**config.mk**
```make
export PLATFORM = sky130hd
export DESIGN_NAME = trap_ctrl
export DESIGN_NICKNAME = d
export VERILOG_FILES = /design/src/rtl/trap_ctrl_pkg.sv /design/src/rtl/trap_ctrl_prio_sel.sv /design/src/rtl/trap_ctrl.sv
export SDC_FILE = /design/constraint.sdc
export NUM_CORES = 1
export LEC_CHECK = 0
export CORE_UTILIZATION = 43
export DETAILED_ROUTE_END_ITERATION = 10
export PLACE_DENSITY = 0.87
export SLEW_MARGIN = 30
export SYNTH_ARGS = -nofsm -noshare
export SYNTH_HDL_FRONTEND = slang
export SYNTH_HIERARCHICAL = 1
export SYNTH_SLANG_ARGS = --single-unit
```
**constraint.sdc**
```tcl
create_clock -name clk -period 2.55 [get_ports clk]
set_input_delay 0.6375 -clock clk [delete_from_list [all_inputs] [get_ports clk]]
set_output_delay 0.6375 -clock clk [all_outputs]
set_load 0.01 [all_outputs]
```
**src/rtl/trap_ctrl_pkg.sv**
```systemverilog
// Shared cause codes and FSM encoding for the trap producer.
// No logic; constants only.
package trap_ctrl_pkg;

    localparam logic [4:0] EX_INSTR_MISALIGN = 5'd0;
    localparam logic [4:0] EX_INSTR_FAULT    = 5'd1;
    localparam logic [4:0] EX_ILLEGAL        = 5'd2;
    localparam logic [4:0] EX_BREAKPOINT     = 5'd3;
    localparam logic [4:0] EX_LOAD_MISALIGN  = 5'd4;
    localparam logic [4:0] EX_LOAD_FAULT     = 5'd5;
    localparam logic [4:0] EX_STORE_MISALIGN = 5'd6;
    localparam logic [4:0] EX_STORE_FAULT    = 5'd7;
    localparam logic [4:0] EX_ECALL_M        = 5'd11;
    localparam logic [4:0] IRQ_EXT_M         = 5'd11;

    typedef enum logic [1:0] {
        IDLE  = 2'd0,
        TRAP  = 2'd1,
        DRAIN = 2'd2
    } trap_state_t;

endpackage

```
**src/rtl/trap_ctrl_prio_sel.sv**
```systemverilog
// Purpose: pick the architecturally oldest exception source (mem > id > if > irq).
// Latency: purely combinational, zero cycles.
// Backpressure: none; caller decides whether the selection is consumed.
module trap_prio_sel
    import trap_ctrl_pkg::*;
#(
    parameter int XLEN = 32,
    parameter int EX_W = 5
) (
    input  logic            if_ex_valid,
    input  logic [EX_W-1:0] if_ex_code,
    input  logic [XLEN-1:0] if_pc,
    input  logic            id_ex_valid,
    input  logic [EX_W-1:0] id_ex_code,
    input  logic [XLEN-1:0] id_pc,
    input  logic [XLEN-1:0] id_instr,
    input  logic            mem_ex_valid,
    input  logic [EX_W-1:0] mem_ex_code,
    input  logic [XLEN-1:0] mem_pc,
    input  logic [XLEN-1:0] mem_addr,
    input  logic            irq_pending,
    input  logic            irq_enable,
    output logic            sel_vld,
    output logic [EX_W-1:0] sel_code,
    output logic            sel_irq,
    output logic [XLEN-1:0] sel_pc,
    output logic [XLEN-1:0] sel_tval
);

    always_comb begin
        sel_vld  = 1'b0;
        sel_code = '0;
        sel_irq  = 1'b0;
        sel_pc   = '0;
        sel_tval = '0;
        if (mem_ex_valid) begin
            sel_vld  = 1'b1;
            sel_code = mem_ex_code;
            sel_pc   = mem_pc;
            sel_tval = mem_addr;
        end else if (id_ex_valid) begin
            sel_vld  = 1'b1;
            sel_code = id_ex_code;
            sel_pc   = id_pc;
            // Only illegal-instruction reports carry the raw encoding in mtval.
            sel_tval = (id_ex_code == EX_W'(EX_ILLEGAL)) ? id_instr : '0;
        end else if (if_ex_valid) begin
            sel_vld  = 1'b1;
            sel_code = if_ex_code;
            sel_pc   = if_pc;
            sel_tval = if_pc;
        end else if (irq_pending && irq_enable) begin
            // Interrupt is charged to the next instruction due to retire.
            sel_vld  = 1'b1;
            sel_code = EX_W'(IRQ_EXT_M);
            sel_irq  = 1'b1;
            sel_pc   = id_pc;
        end
    end

endmodule

```
**src/rtl/trap_ctrl.sv**
```systemverilog
// Purpose: arbitrate pipeline exception reports and IRQ into one registered trap pulse.
// Latency: report sampled at edge N -> exception_valid during the following cycle.
// Backpressure: none inbound; reports are dropped while stalled (TRAP/DRAIN), stall freezes front end.
module trap_ctrl
    import trap_ctrl_pkg::*;
#(
    parameter int XLEN         = 32,
    parameter int EX_W         = 5,
    parameter int DRAIN_CYCLES = 3
) (
    input  logic            clk,
    input  logic            reset,
    input  logic            if_ex_valid,
    input  logic [EX_W-1:0] if_ex_code,
    input  logic [XLEN-1:0] if_pc,
    input  logic            id_ex_valid,
    input  logic [EX_W-1:0] id_ex_code,
    input  logic [XLEN-1:0] id_pc,
    input  logic [XLEN-1:0] id_instr,
    input  logic            mem_ex_valid,
    input  logic [EX_W-1:0] mem_ex_code,
    input  logic [XLEN-1:0] mem_pc,
    input  logic [XLEN-1:0] mem_addr,
    input  logic            irq_pending,
    input  logic            irq_enable,
    output logic            exception_valid,
    output logic [EX_W-1:0] exception,
    output logic            exception_irq,
    output logic [XLEN-1:0] trap_pc,
    output logic [XLEN-1:0] trap_tval,
    output logic            stall
);

    trap_state_t     state;
    logic [3:0]      drain_cnt;
    logic            sel_vld;
    logic [EX_W-1:0] sel_code;
    logic            sel_irq;
    logic [XLEN-1:0] sel_pc;
    logic [XLEN-1:0] sel_tval;
    logic            take;

    trap_prio_sel #(.XLEN(XLEN), .EX_W(EX_W)) u_prio (
        .if_ex_valid (if_ex_valid),
        .if_ex_code  (if_ex_code),
        .if_pc       (if_pc),
        .id_ex_valid (id_ex_valid),
        .id_ex_code  (id_ex_code),
        .id_pc       (id_pc),
        .id_instr    (id_instr),
        .mem_ex_valid(mem_ex_valid),
        .mem_ex_code (mem_ex_code),
        .mem_pc      (mem_pc),
        .mem_addr    (mem_addr),
        .irq_pending (irq_pending),
        .irq_enable  (irq_enable),
        .sel_vld     (sel_vld),
        .sel_code    (sel_code),
        .sel_irq     (sel_irq),
        .sel_pc      (sel_pc),
        .sel_tval    (sel_tval)
    );

    // The last drain cycle also samples, so held reports re-trap every DRAIN_CYCLES+1 cycles.
    assign take = sel_vld && ((state == IDLE) || ((state == DRAIN) && (drain_cnt == 4'd0)));

    always_ff @(posedge clk) begin
        if (reset) begin
            state           <= IDLE;
            drain_cnt       <= 4'd0;
            exception_valid <= 1'b0;
            exception       <= '0;
            exception_irq   <= 1'b0;
            trap_pc         <= '0;
            trap_tval       <= '0;
            stall           <= 1'b0;
        end else if (take) begin
            state           <= TRAP;
            exception_valid <= 1'b1;
            stall           <= 1'b1;
            exception       <= sel_code;
            exception_irq   <= sel_irq;
            trap_pc         <= sel_pc;
            trap_tval       <= sel_tval;
        end else begin
            case (state)
                IDLE: begin
                    exception_valid <= 1'b0;
                    stall           <= 1'b0;
                end
                TRAP: begin
                    state           <= DRAIN;
                    drain_cnt       <= 4'(DRAIN_CYCLES - 1);
                    exception_valid <= 1'b0;
                end
                DRAIN: begin
                    if (drain_cnt != 4'd0) begin
                        drain_cnt <= drain_cnt - 4'd1;
                    end else begin
                        state         <= IDLE;
                        stall         <= 1'b0;
                        exception     <= '0;
                        exception_irq <= 1'b0;
                        trap_pc       <= '0;
                        trap_tval     <= '0;
                    end
                end
                default: begin
                    state           <= IDLE;
                    exception_valid <= 1'b0;
                    stall           <= 1'b0;
                end
            endcase
        end
    end

endmodule

```
**After elaboration in Yosys (flattened, before gate mapping)**

Index checks and enable logic that the tools add are counted.

- Order comparisons: 0
- Reduce and logical (&&, ||, !) cells: 15
- Equality and inequality tests: 10
- Add/subtract/negate cells: 1
- Mux-type cells: 38
- Div/mod/pow operators: 0
- Shift operators: 0
- $mul: 0
- Bitwise gates (word level): 2

Operators with widths:

| kind | count |
|---|---|
| two-way mux 32 bit | 12 |
| two-way mux 5 bit | 6 |
| two-way mux 1 bit | 14 |
| != test 2 bit (second input constant) | 5 |
| two-way mux 4 bit | 2 |
| case mux 4 bit (2 select lines) | 1 |
| AND reduction 2 bit | 4 |
| case mux 2 bit (3 select lines) | 1 |
| == test 5 x 2 -> 1 bit (second input constant) | 1 |
| zero test 4 bit | 1 |
| nonzero test 2 bit | 2 |
| nonzero test 4 bit | 1 |
| subtractor 4 x 1 -> 4 bit (second input constant) | 1 |
| logical AND 1 bit | 3 |
| != test 3 bit (second input constant) | 1 |
| AND reduction 3 bit | 1 |
| == test 2 x 1 -> 1 bit (second input constant) | 1 |
| == test 2 bit (second input constant) | 1 |
| zero test 2 bit | 1 |
| two-way mux 2 bit | 1 |
| != test 2 x 1 -> 1 bit (second input constant) | 1 |
| NOT 1 bit | 2 |
| case mux 1 bit (2 select lines) | 1 |
| OR reduction 2 bit | 1 |
| logical OR 1 bit | 1 |

- Bits in registers: 78
- Memory bits (read-only): 0
- Output and inout port bits: 72
- Bits of input ports: 182
- Memories: 0
- Memory bits (writable): 0
- Logic and storage cells: 75
- Bits in latches: 0

**Longest topological paths before layout**

Gate-level depths: netlist of the first run.

- Depth in word-level cells: 8
- Gate-level depth with buffers: 9
- Mapped depth without buffers: 5

**Modules after synthesis**

The synthesis of the first run kept the hierarchy.

By module, submodules not included:

| module | cells each | area each (µm²) | instances |
|---|---|---|---|
| trap_ctrl | 383 | 4116.4 | 1 |
| trap_prio_sel | 246 | 1505.2 | 1 |

**Worst setup path before layout of the first run**

Ideal clock, no wire load.

- Kind: input to register
- Start point: input mem_ex_valid
- End point: register trap_pc[0]
- Data required time: 2.479 ns
- Arrival: 2.032 ns
- Path slack: 0.447 ns
- Cell stages on the path: 9
- Buffers on the path: 4
- Cell sequence: buf_2 -> clkbuf_1 -> nor3_1 -> nand2_1 -> buf_2 -> nand2_1 -> clkbuf_1 -> nand3_1 -> a21oi_2

- Longest elaborated chain between the ends: 4
- Elaborated cells on any way between the ends: 7
- Those cells by class: eq/ne (1); mux (3); reduce/logical (3)

Ends and longest elaborated chain:

| element | line | source |
|---|---|---|
| start, declared | trap_ctrl.sv:20 | `input logic mem_ex_valid,` |
| two-way mux 1 bit (*) | trap_ctrl_prio_sel.sv:36 | `if (mem_ex_valid) begin` |
| net sel_vld | trap_ctrl.sv:36 | `logic sel_vld;` |
| logical AND 1 bit (*) | trap_ctrl.sv:65 | `assign take = sel_vld && ((state == IDLE) \|\| ((state == DRAIN) && (drain_cnt == 4'd0)));` |
| != test 2 bit (no source line) / nonzero test 2 bit (equally long branches) | n/a |  |
| AND reduction 2 bit (no source line) | n/a |  |
| end signal, assigned | trap_ctrl.sv:83 | `trap_pc <= sel_pc;` |
| end, declared | trap_ctrl.sv:29 | `output logic [XLEN-1:0] trap_pc,` |

The timed path passes the listed nets; every way through them passes the cells marked *.
A chain may end at the register's enable or synchronous reset.

**Worst setup path after layout of the first run**

- Start point: input id_ex_valid
- End point: register stall

- Longest elaborated chain between the ends: 5
- Elaborated cells on any way between the ends: 7
- Those cells by class: eq/ne (2); mux (3); reduce/logical (2)

Ends and longest elaborated chain:

| element | line | source |
|---|---|---|
| start, declared | trap_ctrl.sv:16 | `input logic id_ex_valid,` |
| two-way mux 1 bit (*) | trap_ctrl_prio_sel.sv:41 | `end else if (id_ex_valid) begin` |
| two-way mux 1 bit (*) | trap_ctrl_prio_sel.sv:36 |  |
| net sel_vld | trap_ctrl.sv:36 |  |
| logical AND 1 bit (*) | trap_ctrl.sv:65 |  |
| != test 3 bit (no source line) / != test 2 bit (equally long branches) | n/a |  |
| AND reduction 2 bit (no source line) | n/a |  |
| end signal, assigned | trap_ctrl.sv:76 | `stall <= 1'b0;` |
| end signal, assigned | trap_ctrl.sv:80 | `stall <= 1'b1;` |
| end signal, assigned | trap_ctrl.sv:89 | `stall <= 1'b0;` |
| end, declared | trap_ctrl.sv:31 | `output logic stall` |

Marked as above.

==> results.sh, run 1 <==
export IMPL_outcome="complete, no violations"
export IMPL_relSlewSlack_pct=59.9
export IMPL_synth_distinct_cells=44
export IMPL_crit_buf_inv=3
export IMPL_dpl_hpwl_um=15000
export IMPL_cts_tree="done"
export IMPL_cp_slowest_stage_delay_ns=0.62
export IMPL_wl_per_cell_um=20.2
export IMPL_initial_utilization_pct=44.4
export IMPL_grt_pass1_wl_um=30700
export IMPL_crit_arrival_ns=2.44
export IMPL_core_area_um2=12700
export IMPL_routed_via_count=5891
export IMPL_h_tree_depth=3
export IMPL_post_cts_buffers=0
export IMPL_end_kind="register"
export IMPL_cts_hold_buf=0
export IMPL_cts_path_max_buffers=2
export IMPL_synth_cell_area_um2=5620
export IMPL_die_y_um=116
export IMPL_ys_flop_type="dfxtp_1"
export IMPL_clk_pin_slew_ns=0.07
export IMPL_multi_input_area_um2=3530
export IMPL_rsz0062_at_grt="no"
export IMPL_synthMuxAreaShare_pct=0
export IMPL_layout_cells_non_filler=1018
export IMPL_grt_pass1_vias=5543
export IMPL_synth_top_family_by_area="compound AO/OA/AOI/OAI gates"
export IMPL_antenna_found_initial=0
export IMPL_remaining_drc_errors=0
export IMPL_grt_start_max_net_pins=61
export IMPL_rows=41
export IMPL_clk_latency_ns=0.34
export IMPL_synth_fa_ha_area_share_pct=1.11
export IMPL_fin_area_um2=8470
export IMPL_crit_required_ns=2.80
export IMPL_slew_violations=0
export IMPL_crit_type="in2reg"
export IMPL_numPlacedInstances=1002
export IMPL_placed_area_um2=8150
export IMPL_cts_made_buffers=9
export IMPL_crit_slowest_cell="clkdlybuf4s50_1"
export IMPL_max_freq_mhz=457
export IMPL_grt_usage_pct=30.1
export IMPL_final_nets=1028
export IMPL_r2r_start="drain_cnt[0]"
export IMPL_yosys_area_share_simple_pct=19.7
export IMPL_die_x_um=116
export IMPL_holdPathStages=2
export IMPL_yosysSeqAreaShare_pct=27.8
export IMPL_gp_congestion=0.959
export IMPL_maxCapViolations=0
export IMPL_holdCritStartpoint="trap_tval[26]"
export IMPL_timing_setup_tns_ns=0
export IMPL_post_cts_resize_count=0
export IMPL_avgSynthCellArea_um2=8.94
export IMPL_hp_class="reg2reg"
export IMPL_synth_compound_area_share_pct=41.1
export IMPL_layout_min_cycle_time_ns=2.19
export IMPL_fill_cells=1035
export IMPL_viasPerCell=5.79
export IMPL_p_per_area_nw_per_um2=509
export IMPL_cts_sinks=78
export IMPL_cp_depth=7
export IMPL_pin_count=254
export IMPL_cp_max_fo=31
export IMPL_synthArstFlopShare_pct=0
export IMPL_rrSetupSlack_ns=0.54
export IMPL_synth_seq_cells=78
export IMPL_crit_top_cell="buf_4"
export IMPL_setup_viol=0
export IMPL_synth_edf_count=0
export IMPL_post_route_util_pct=66.8
export IMPL_antenna_cells=0
export IMPL_synth_nets=816
export IMPL_numPortBuffers=253
export IMPL_synth_xor_area_share_pct=0
export IMPL_hold_path_endpoint="trap_tval[26]"
export IMPL_fin_crit_sh_pct=85.8
export IMPL_die_area_um2=13500
export IMPL_yosys_warnings=6
export IMPL_regArea_um2=1560
export IMPL_area_growth_pct=50.6
export IMPL_drive_gt1_share_pct=22.7
export IMPL_critical_path_top_delay_family="buffers and inverters"
export IMPL_finalHoldViolCount=0
export IMPL_reg2regPathDepth=6
export IMPL_ir_drop_mv=0.298
export IMPL_antenna_left=0
export IMPL_grt_remaining_overflow=0
export IMPL_cp_cell_sequence="clkdlybuf4s50_1, nor3_1, buf_4, nand2_4, buf_4, o21ai_2, o32ai_2"
export IMPL_rr_endpoint="exception[0]"
export IMPL_worst_pin_slew_ns=0.601
export IMPL_cp_start_kind="input port"
export IMPL_cts_root_buffer="clkbuf_16"
export IMPL_fin_skew_ns=0.00756
export IMPL_power_static_leakage_nw=2.81
export IMPL_postSynthCellCount=629
export IMPL_totalWireLength_um=20600
export IMPL_firstDrtPassIters=5
export IMPL_drtIter0Drc=705
synthesized netlist by cell type, types with 2 or more instances:
master | count | area share [%]
o211ai_1 | 2 | 0.27
o21ai_0 | 5 | 0.45
o211ai_2 | 69 | 15
nor2b_1 | 69 | 7.7
a21oi_2 | 69 | 11
buf_6 | 13 | 2.6
o2bb2ai_1 | 32 | 5.0
dfxtp_1 | 78 | 28
buf_12 | 7 | 2.5
nand4_1 | 2 | 0.22
a21oi_1 | 72 | 6.4
ha_1 | 5 | 1.1
a211oi_1 | 2 | 0.27
buf_1 | 3 | 0.20
inv_1 | 7 | 0.47
buf_4 | 10 | 1.3
a22oi_1 | 2 | 0.27
nand3_1 | 102 | 9.1
clkbuf_1 | 28 | 1.9
o211a_1 | 2 | 0.36
buf_2 | 14 | 1.2
nor3_1 | 2 | 0.18
a21o_1 | 2 | 0.27
nand2_1 | 11 | 0.73
o22ai_1 | 2 | 0.22
stage by stage:
stage | setup slack [ns] | power, mW | hold WS (ns)
finish | 0.362 | 4.31 | 0.470
global route | 0.294 | 4.50 | 0.494
CTS | 0.383 | 4.31 | 0.471
detailed placement | 0.0295 | 2.94 | 0.463
global placement | 0.0745 | 2.92 | 0.451
floorplan | 0.447 | 2.22 | 0.468
kinds of logic after synthesis:
logic type	count (synthesis)
compound gates	268
fa+ha+maj	5
buf+inv	83
flops	78
simple gates	195
layout make-up:
| type | instances | area share, % |
|---|---|---|
| Tap cell | 172 | 2.54 |
| Sequential cell | 78 | 18.4 |
| Inverter | 7 | 0.310 |
| Clock inverter | 6 | 1.02 |
| Clock buffer | 10 | 2.70 |
| Multi-Input combinational cell | 468 | 41.7 |
| Timing Repair Buffer | 277 | 33.3 |
power by group:
part           switching [mW]  total, mW  internal (mW)
logic                   0.728       1.52          0.789
registers              0.0732       1.42           1.34
clock network           0.522       1.38          0.856
layout by cell type (no fill, tap or decap), types with 16 or more instances in the layout:
| cell type | instances |
|---|---|
| a21oi_1 | 72 |
| a21oi_2 | 69 |
| buf_4 | 16 |
| clkdlybuf4s50_1 | 251 |
| dfxtp_1 | 78 |
| nand3_1 | 102 |
| nor2b_1 | 67 |
| o211ai_2 | 69 |
| o2bb2ai_1 | 32 |
layer usage:
metal | up-vias | GRT usage (%) | wire length [um]
li1 | 2759 | - | -
met1 | 2788 | 42.0 | 8990
met2 | 302 | 45.0 | 9040
met3 | 42 | 7.06 | 2040
met4 | 0 | 10.5 | 524
met5 | - | 0 | 0
worst min-delay path: stages (launching register included):
cell and delay, ns:
dfxtp_1 0.31, nand3_1 0.07, a21oi_2 0.05
how the worst max path moves through the flow:
stage | start | endpoint
2_1_floorplan | mem_ex_valid | trap_pc[0]
3_3_place_gp | id_ex_valid | stall
3_5_place_dp | id_ex_valid | stall
4_1_cts | id_ex_valid | stall
5_1_grt | if_ex_valid | trap_pc[27]
6_report | id_ex_valid | stall
flip-flops by register name, summed over array words and instances, names as in the netlist:
signal,count
exception_irq,1
exception,5
drain_cnt,4
exception_valid,1
trap_pc,32
state,2
stall,1
trap_tval,32
(Power assumes the default switching activity.)
==> inputs of run 2 (changes only) <==
--- a/config.mk
+++ b/config.mk
@@ -5,11 +5,10 @@
 export SDC_FILE = /design/constraint.sdc
 export NUM_CORES = 1
 export LEC_CHECK = 0
-export CORE_UTILIZATION = 43
+export CORE_UTILIZATION = 40
 export DETAILED_ROUTE_END_ITERATION = 10
-export PLACE_DENSITY = 0.87
+export PLACE_DENSITY = 0.92
 export SLEW_MARGIN = 30
 export SYNTH_ARGS = -nofsm -noshare
 export SYNTH_HDL_FRONTEND = slang
-export SYNTH_HIERARCHICAL = 1
 export SYNTH_SLANG_ARGS = --single-unit
==> constraint.sdc (replaced) <==
create_clock -name clk -period 2.8 [get_ports clk]
set_input_delay 0.7 -clock clk [delete_from_list [all_inputs] [get_ports clk]]
set_output_delay 0.7 -clock clk [all_outputs]
set_load 0.01 [all_outputs]
==> results.sh, run 2 <==
export IMPL_outcome="complete, no violations"
export IMPL_placed_area_um2=6660
export IMPL_worst_pin_slew_ns=0.815
export IMPL_setup_viol=0
export IMPL_p_clk_share_pct=30.4
export IMPL_synth_top_area_share_pct=38.7
export IMPL_slew_violations=0
export IMPL_timing_setup_tns_ns=0
export IMPL_crit_buf_inv=1
export IMPL_cts_sinks=78
export IMPL_synth_nets=588
export IMPL_pin_count=254
export IMPL_antenna_left=0
export IMPL_dpl_worst_slack_ns=0.179
export IMPL_synth_distinct_cells=40
export IMPL_cts_made_buffers=9
export IMPL_synth_top_area_cell="dfxtp_1"
export IMPL_synth_edf_count=0
export IMPL_cp_slowest_stage_delay_ns=0.75
export IMPL_clk_pin_slew_ns=0.09
export IMPL_ir_drop_mv=0.318
export IMPL_grt_usage_pct=26.7
export IMPL_grt_pass1_wl_um=21600
export IMPL_hp_class="reg2reg"
export IMPL_critical_path_top_delay_family="compound AO/OA/AOI/OAI gates"
export IMPL_remaining_drc_errors=0
export IMPL_top_regs="trap_pc (32), trap_tval (32), exception (5)"
export IMPL_yosysSeqAreaShare_pct=38.7
export IMPL_cp_max_fo=9
export IMPL_drtIter0Drc=212
export IMPL_postSynthCellCount=401
export IMPL_fin_area_um2=6900
export IMPL_routed_via_count=4503
export IMPL_initial_utilization_pct=41.2
export IMPL_p_per_area_nw_per_um2=481
export IMPL_fin_crit_sh_pct=83.6
export IMPL_synth_seq_cells=78
export IMPL_rsz0062_at_grt="no"
export IMPL_power_share_sequential_pct=39.0
export IMPL_die_y_um=102
export IMPL_core_area_um2=9770
export IMPL_end_kind="register"
export IMPL_switching_share_pct=26.7
export IMPL_post_cts_resize_count=0
export IMPL_fin_skew_ns=0.00938
export IMPL_rows=36
export IMPL_p_comb_share_pct=30.6
export IMPL_avgSynthCellArea_um2=10.1
export IMPL_cp_cell_sequence="clkdlybuf4s50_1, a2111oi_0, o211a_1, nand4b_1, a21oi_1"
export IMPL_cts_root_buffer="clkbuf_8"
export IMPL_viasPerCell=5.86
export IMPL_ys_flop_type="dfxtp_1"
export IMPL_synthArstFlopShare_pct=0
export IMPL_synth_cell_area_um2=4030
export IMPL_synth_area_top_cells="dfxtp_1 39%, a221o_1 16%, a32o_1 16%, nand2b_1 9.9%, clkbuf_1 2.5%"
export IMPL_layout_cells_non_filler=769
export IMPL_dpl_hpwl_um=10900
export IMPL_max_freq_mhz=427
export IMPL_crit_type="in2reg"
export IMPL_cp_start_kind="input port"
export IMPL_crit_required_ns=3.06
export IMPL_clk_latency_ns=0.34
export IMPL_drive_gt1_share_pct=5.82
export IMPL_cts_path_max_buffers=2
export IMPL_post_cts_buffers=0
export IMPL_antenna_cells=0
export IMPL_antenna_found_initial=0
export IMPL_fill_cells=766
export IMPL_numPlacedInstances=754
export IMPL_power_static_leakage_nw=2.50
export IMPL_cts_tree="done"
export IMPL_h_tree_depth=3
export IMPL_totalWireLength_um=14600
export IMPL_area_growth_pct=71.1
export IMPL_relSlewSlack_pct=44.3
export IMPL_grt_pass1_vias=4560
export IMPL_crit_slowest_cell="a2111oi_0"
export IMPL_ys_top_cells_by_count="78 x dfxtp_1, 64 x a221o_1, 64 x a32o_1, 64 x nand2b_1, 27 x clkbuf_1"
export IMPL_grt_start_max_net_pins=139
export IMPL_crit_arrival_ns=2.60
export IMPL_gp_congestion=0.863
export IMPL_mostFrequentLayoutCells="252 x clkdlybuf4s50_1, 78 x dfxtp_1, 64 x nand2b_1, 64 x a221o_1, 64 x a32o_1"
export IMPL_final_common_cell="clkdlybuf4s50_1"
export IMPL_finalHoldViolCount=0
export IMPL_final_setup_worst_slack_ns=0.460
export IMPL_cts_hold_buf=0
export IMPL_hold_slack_ns=0.470
export IMPL_synth_most_common_cell="dfxtp_1"
export IMPL_die_x_um=102
export IMPL_p_int_mw=2.43
export IMPL_post_route_util_pct=70.6
export IMPL_p_sw_uw=888
export IMPL_power_mw=3.32
export IMPL_die_area_um2=10500
export IMPL_numPortBuffers=253
export IMPL_grt_remaining_overflow=0
export IMPL_wl_per_cell_um=19.0
export IMPL_maxCapViolations=0
export IMPL_layout_min_cycle_time_ns=2.34
export IMPL_yosys_warnings=0
export IMPL_final_nets=819
export IMPL_firstDrtPassIters=5
run 2: worst register-to-register path: cells and delay by family, from the launching register on:
family	cells	cell delay, ns
simple gates	1	0.33
compound gates	3	0.70
flops	1	0.38
fa+ha+maj	1	0.33
buf+inv	2	0.32
run 2: path summary, 6_finish.rpt:
check	start	end	slack, ns	cells after the start
setup / recovery	if_ex_valid	drain_cnt[2]	0.46	5
hold / removal	trap_pc[6]	trap_pc[6]	0.47	1
setup reg to reg	state[0]	exception[1]	0.64	7
hold reg to reg	trap_pc[6]	trap_pc[6]	0.47	1
run 2: routing by layer:
layer	global-route usage (%)	share of wire, %	routed length (um)
met1	26.8	35	5120
met2	53.0	55	7990
met3	7.18	8.5	1240
met4	7.91	1.7	250
met5	0	0	0
run 2: cell type report:
type	count	area, um^2	area share [%]
clock inverter	6	111	1.61
multi-input combinational	266	2230	32.3
inverter	10	37.5	0.544
clock buffer	9	124	1.80
timing repair buffer	267	2670	38.7
sequential	78	1560	22.6
tap	133	166	2.41
run 2: logic make-up (layout without fill, tap and decap cells):
kind of cell / count (synthesis) / in the layout / synth area share [%]
DFF: 78 / 78 / 38.7
buffers and inverters: 57 / 292 / 6.70
AOI/OAI and AO/OA: 168 / 168 / 38.4
muxes: 1 / 1 / 0.248
and+or+nand+nor: 92 / 92 / 14.4
adders and majority gates: 5 / 5 / 1.55
run 2: power groups by stage:
| stage | sequential (mW) | combinational, mW | clock, mW |
|---|---|---|---|
| 6_report | 1.30 | 1.02 | 1.01 |
| 2_1_floorplan | 1.37 | 0.368 | 0 |
| 5_1_grt | 1.31 | 1.08 | 1.08 |
| 3_5_place_dp | 1.32 | 1.02 | 0 |
| 4_1_cts | 1.30 | 1.02 | 1.03 |
| 3_3_place_gp | 1.31 | 0.990 | 0 |
==> inputs of run 3 (changes only) <==
--- a/config.mk
+++ b/config.mk
@@ -5,9 +5,9 @@
 export SDC_FILE = /design/constraint.sdc
 export NUM_CORES = 1
 export LEC_CHECK = 0
-export CORE_UTILIZATION = 40
+export CORE_UTILIZATION = 34
 export DETAILED_ROUTE_END_ITERATION = 10
-export PLACE_DENSITY = 0.92
+export PLACE_DENSITY = 0.83
 export SLEW_MARGIN = 30
 export SYNTH_ARGS = -nofsm -noshare
 export SYNTH_HDL_FRONTEND = slang
==> constraint.sdc (replaced) <==
create_clock -name clk -period 2 [get_ports clk]
set_input_delay 0.5 -clock clk [delete_from_list [all_inputs] [get_ports clk]]
set_output_delay 0.5 -clock clk [all_outputs]
set_load 0.01 [all_outputs]
==> results.sh, run 3 (synthesis results as in run 2) <==
export IMPL_post_route_util_pct=64.3
export IMPL_startpoint="irq_enable"
export IMPL_power_static_leakage_nw=2.76
export IMPL_p_clk_share_pct=30.9
export IMPL_setup_viol=0
export IMPL_p_per_area_nw_per_um2=665
export IMPL_grt_start_max_net_pins=109
export IMPL_final_nets=841
export IMPL_final_setup_worst_slack_ns=0.0803
export IMPL_remaining_drc_errors=0
export IMPL_final_common_cell="clkdlybuf4s50_1"
export IMPL_totalWireLength_um=16300
export IMPL_drive_gt1_share_pct=8.97
export IMPL_outcome="complete, no violations"
export IMPL_r2r_start="drain_cnt[0]"
export IMPL_crit_arrival_ns=2.19
export IMPL_routed_via_count=4703
export IMPL_grt_pass1_vias=4710
export IMPL_fin_area_um2=7380
export IMPL_timing_setup_tns_ns=0
export IMPL_viasPerCell=5.87
export IMPL_placed_area_um2=6840
export IMPL_cts_sinks=78
export IMPL_cts_hold_buf=0
export IMPL_ir_drop_mv=0.351
export IMPL_layout_min_cycle_time_ns=1.92
export IMPL_grt_pass1_wl_um=23700
export IMPL_die_x_um=111
export IMPL_cts_root_buffer="clkbuf_16"
export IMPL_die_area_um2=12300
export IMPL_core_area_um2=11500
export IMPL_initial_utilization_pct=35.2
export IMPL_power_share_sequential_pct=37.1
export IMPL_drtIter0Drc=362
export IMPL_clk_latency_ns=0.33
export IMPL_crit_type="in2reg"
export IMPL_antenna_cells=0
export IMPL_rows=39
export IMPL_cts_path_max_buffers=2
export IMPL_top_regs="trap_pc (32), trap_tval (32), exception (5)"
export IMPL_h_tree_depth=3
export IMPL_fill_cells=938
export IMPL_dpl_hpwl_um=11100
export IMPL_numPortBuffers=253
export IMPL_rsz0062_at_grt="no"
export IMPL_firstDrtPassIters=5
export IMPL_antenna_found_initial=0
export IMPL_p_sw_mw=1.31
export IMPL_grt_remaining_overflow=0
export IMPL_slew_violations=0
export IMPL_max_freq_mhz=521
export IMPL_p_comb_share_pct=32.0
export IMPL_layout_cells_non_filler=801
export IMPL_worst_pin_slew_ns=0.488
export IMPL_fin_skew_ns=0.00679
export IMPL_hold_slack_ns=0.465
export IMPL_cts_tree="done"
export IMPL_cts_made_buffers=9
export IMPL_end_kind="register"
export IMPL_p_int_mw=3.59
export IMPL_clk_pin_slew_ns=0.06
export IMPL_relSlewSlack_pct=67.4
export IMPL_power_mw=4.90
export IMPL_cp_start_kind="input port"
export IMPL_hp_class="reg2reg"
export IMPL_crit_required_ns=2.27
export IMPL_switching_share_pct=26.8
export IMPL_mostFrequentLayoutCells="246 x clkdlybuf4s50_1, 78 x dfxtp_1, 64 x nand2b_1, 64 x a221o_1, 64 x a32o_1"
export IMPL_area_growth_pct=83.0
export IMPL_dpl_worst_slack_ns=-0.433
export IMPL_gp_congestion=0.820
export IMPL_die_y_um=111
export IMPL_grt_usage_pct=24.1
export IMPL_antenna_left=0
export IMPL_pin_count=254
export IMPL_wl_per_cell_um=20.3
export IMPL_fin_crit_sh_pct=96.0
export IMPL_cp_max_fo=9
export IMPL_holdCritStartpoint="trap_pc[27]"
export IMPL_finalHoldViolCount=0
export IMPL_numPlacedInstances=775
export IMPL_maxCapViolations=0
run 3: cell count changes in the layout (fill, tap and decap cells not counted), sizes merged:
cell,delta
dlymetal6s2s,+6
bufinv,-3
clkinvlp,-1
clkinv,-1
buf,+16
clkdlybuf4s50,-6
clkbuf,+11
run 3: metal layers:
| metal | wire length, um | track usage (%) | share of wire (%) |
|---|---|---|---|
| met3 | 1270 | 5.47 | 7.8 |
| met5 | 0 | 0 | 0 |
| met2 | 8620 | 45.2 | 53 |
| met4 | 451 | 10.3 | 2.8 |
| met1 | 5920 | 25.7 | 36 |
run 3: worst max-delay path: stages:
cell             delay (ns)
clkdlybuf4s50_1        0.44
a2111o_1               0.45
a211oi_4               0.30
buf_12                 0.20
clkbuf_16              0.17
a32o_1                 0.12
run 3: final timing paths:
check / end / slack [ns] / depth (start not counted)
setup reg to reg: exception[1] / 0.16 / 7
hold / removal: trap_pc[27] / 0.47 / 1
setup / recovery: trap_tval[16] / 0.08 / 6
hold reg to reg: trap_pc[27] / 0.47 / 1
run 3: power groups by stage:
stage | logic (mW) | registers (mW) | clock network (mW)
2_1_floorplan | 0.515 | 1.91 | 0
3_3_place_gp | 1.44 | 1.84 | 0
3_5_place_dp | 1.47 | 1.85 | 0
4_1_cts | 1.48 | 1.82 | 1.53
5_1_grt | 1.66 | 1.84 | 1.60
6_report | 1.57 | 1.82 | 1.51
run 3: timing repair:
item	4_1_cts	5_1_grt
setup buffers	0	2
setup endpoints to repair	11	67
gates cloned	0	9
gates resized for setup	3	10
pin swaps	1	9
run 3: layout make-up:
type	count	area [um^2]	share of cell area, %
clock buffer	14	264	3.58
clock inverter	1	5.00	0.0679
inverter	10	37.5	0.509
multi-input combinational	266	2250	30.5
sequential	78	1560	21.2
tap	143	179	2.43
timing repair buffer	289	3080	41.8
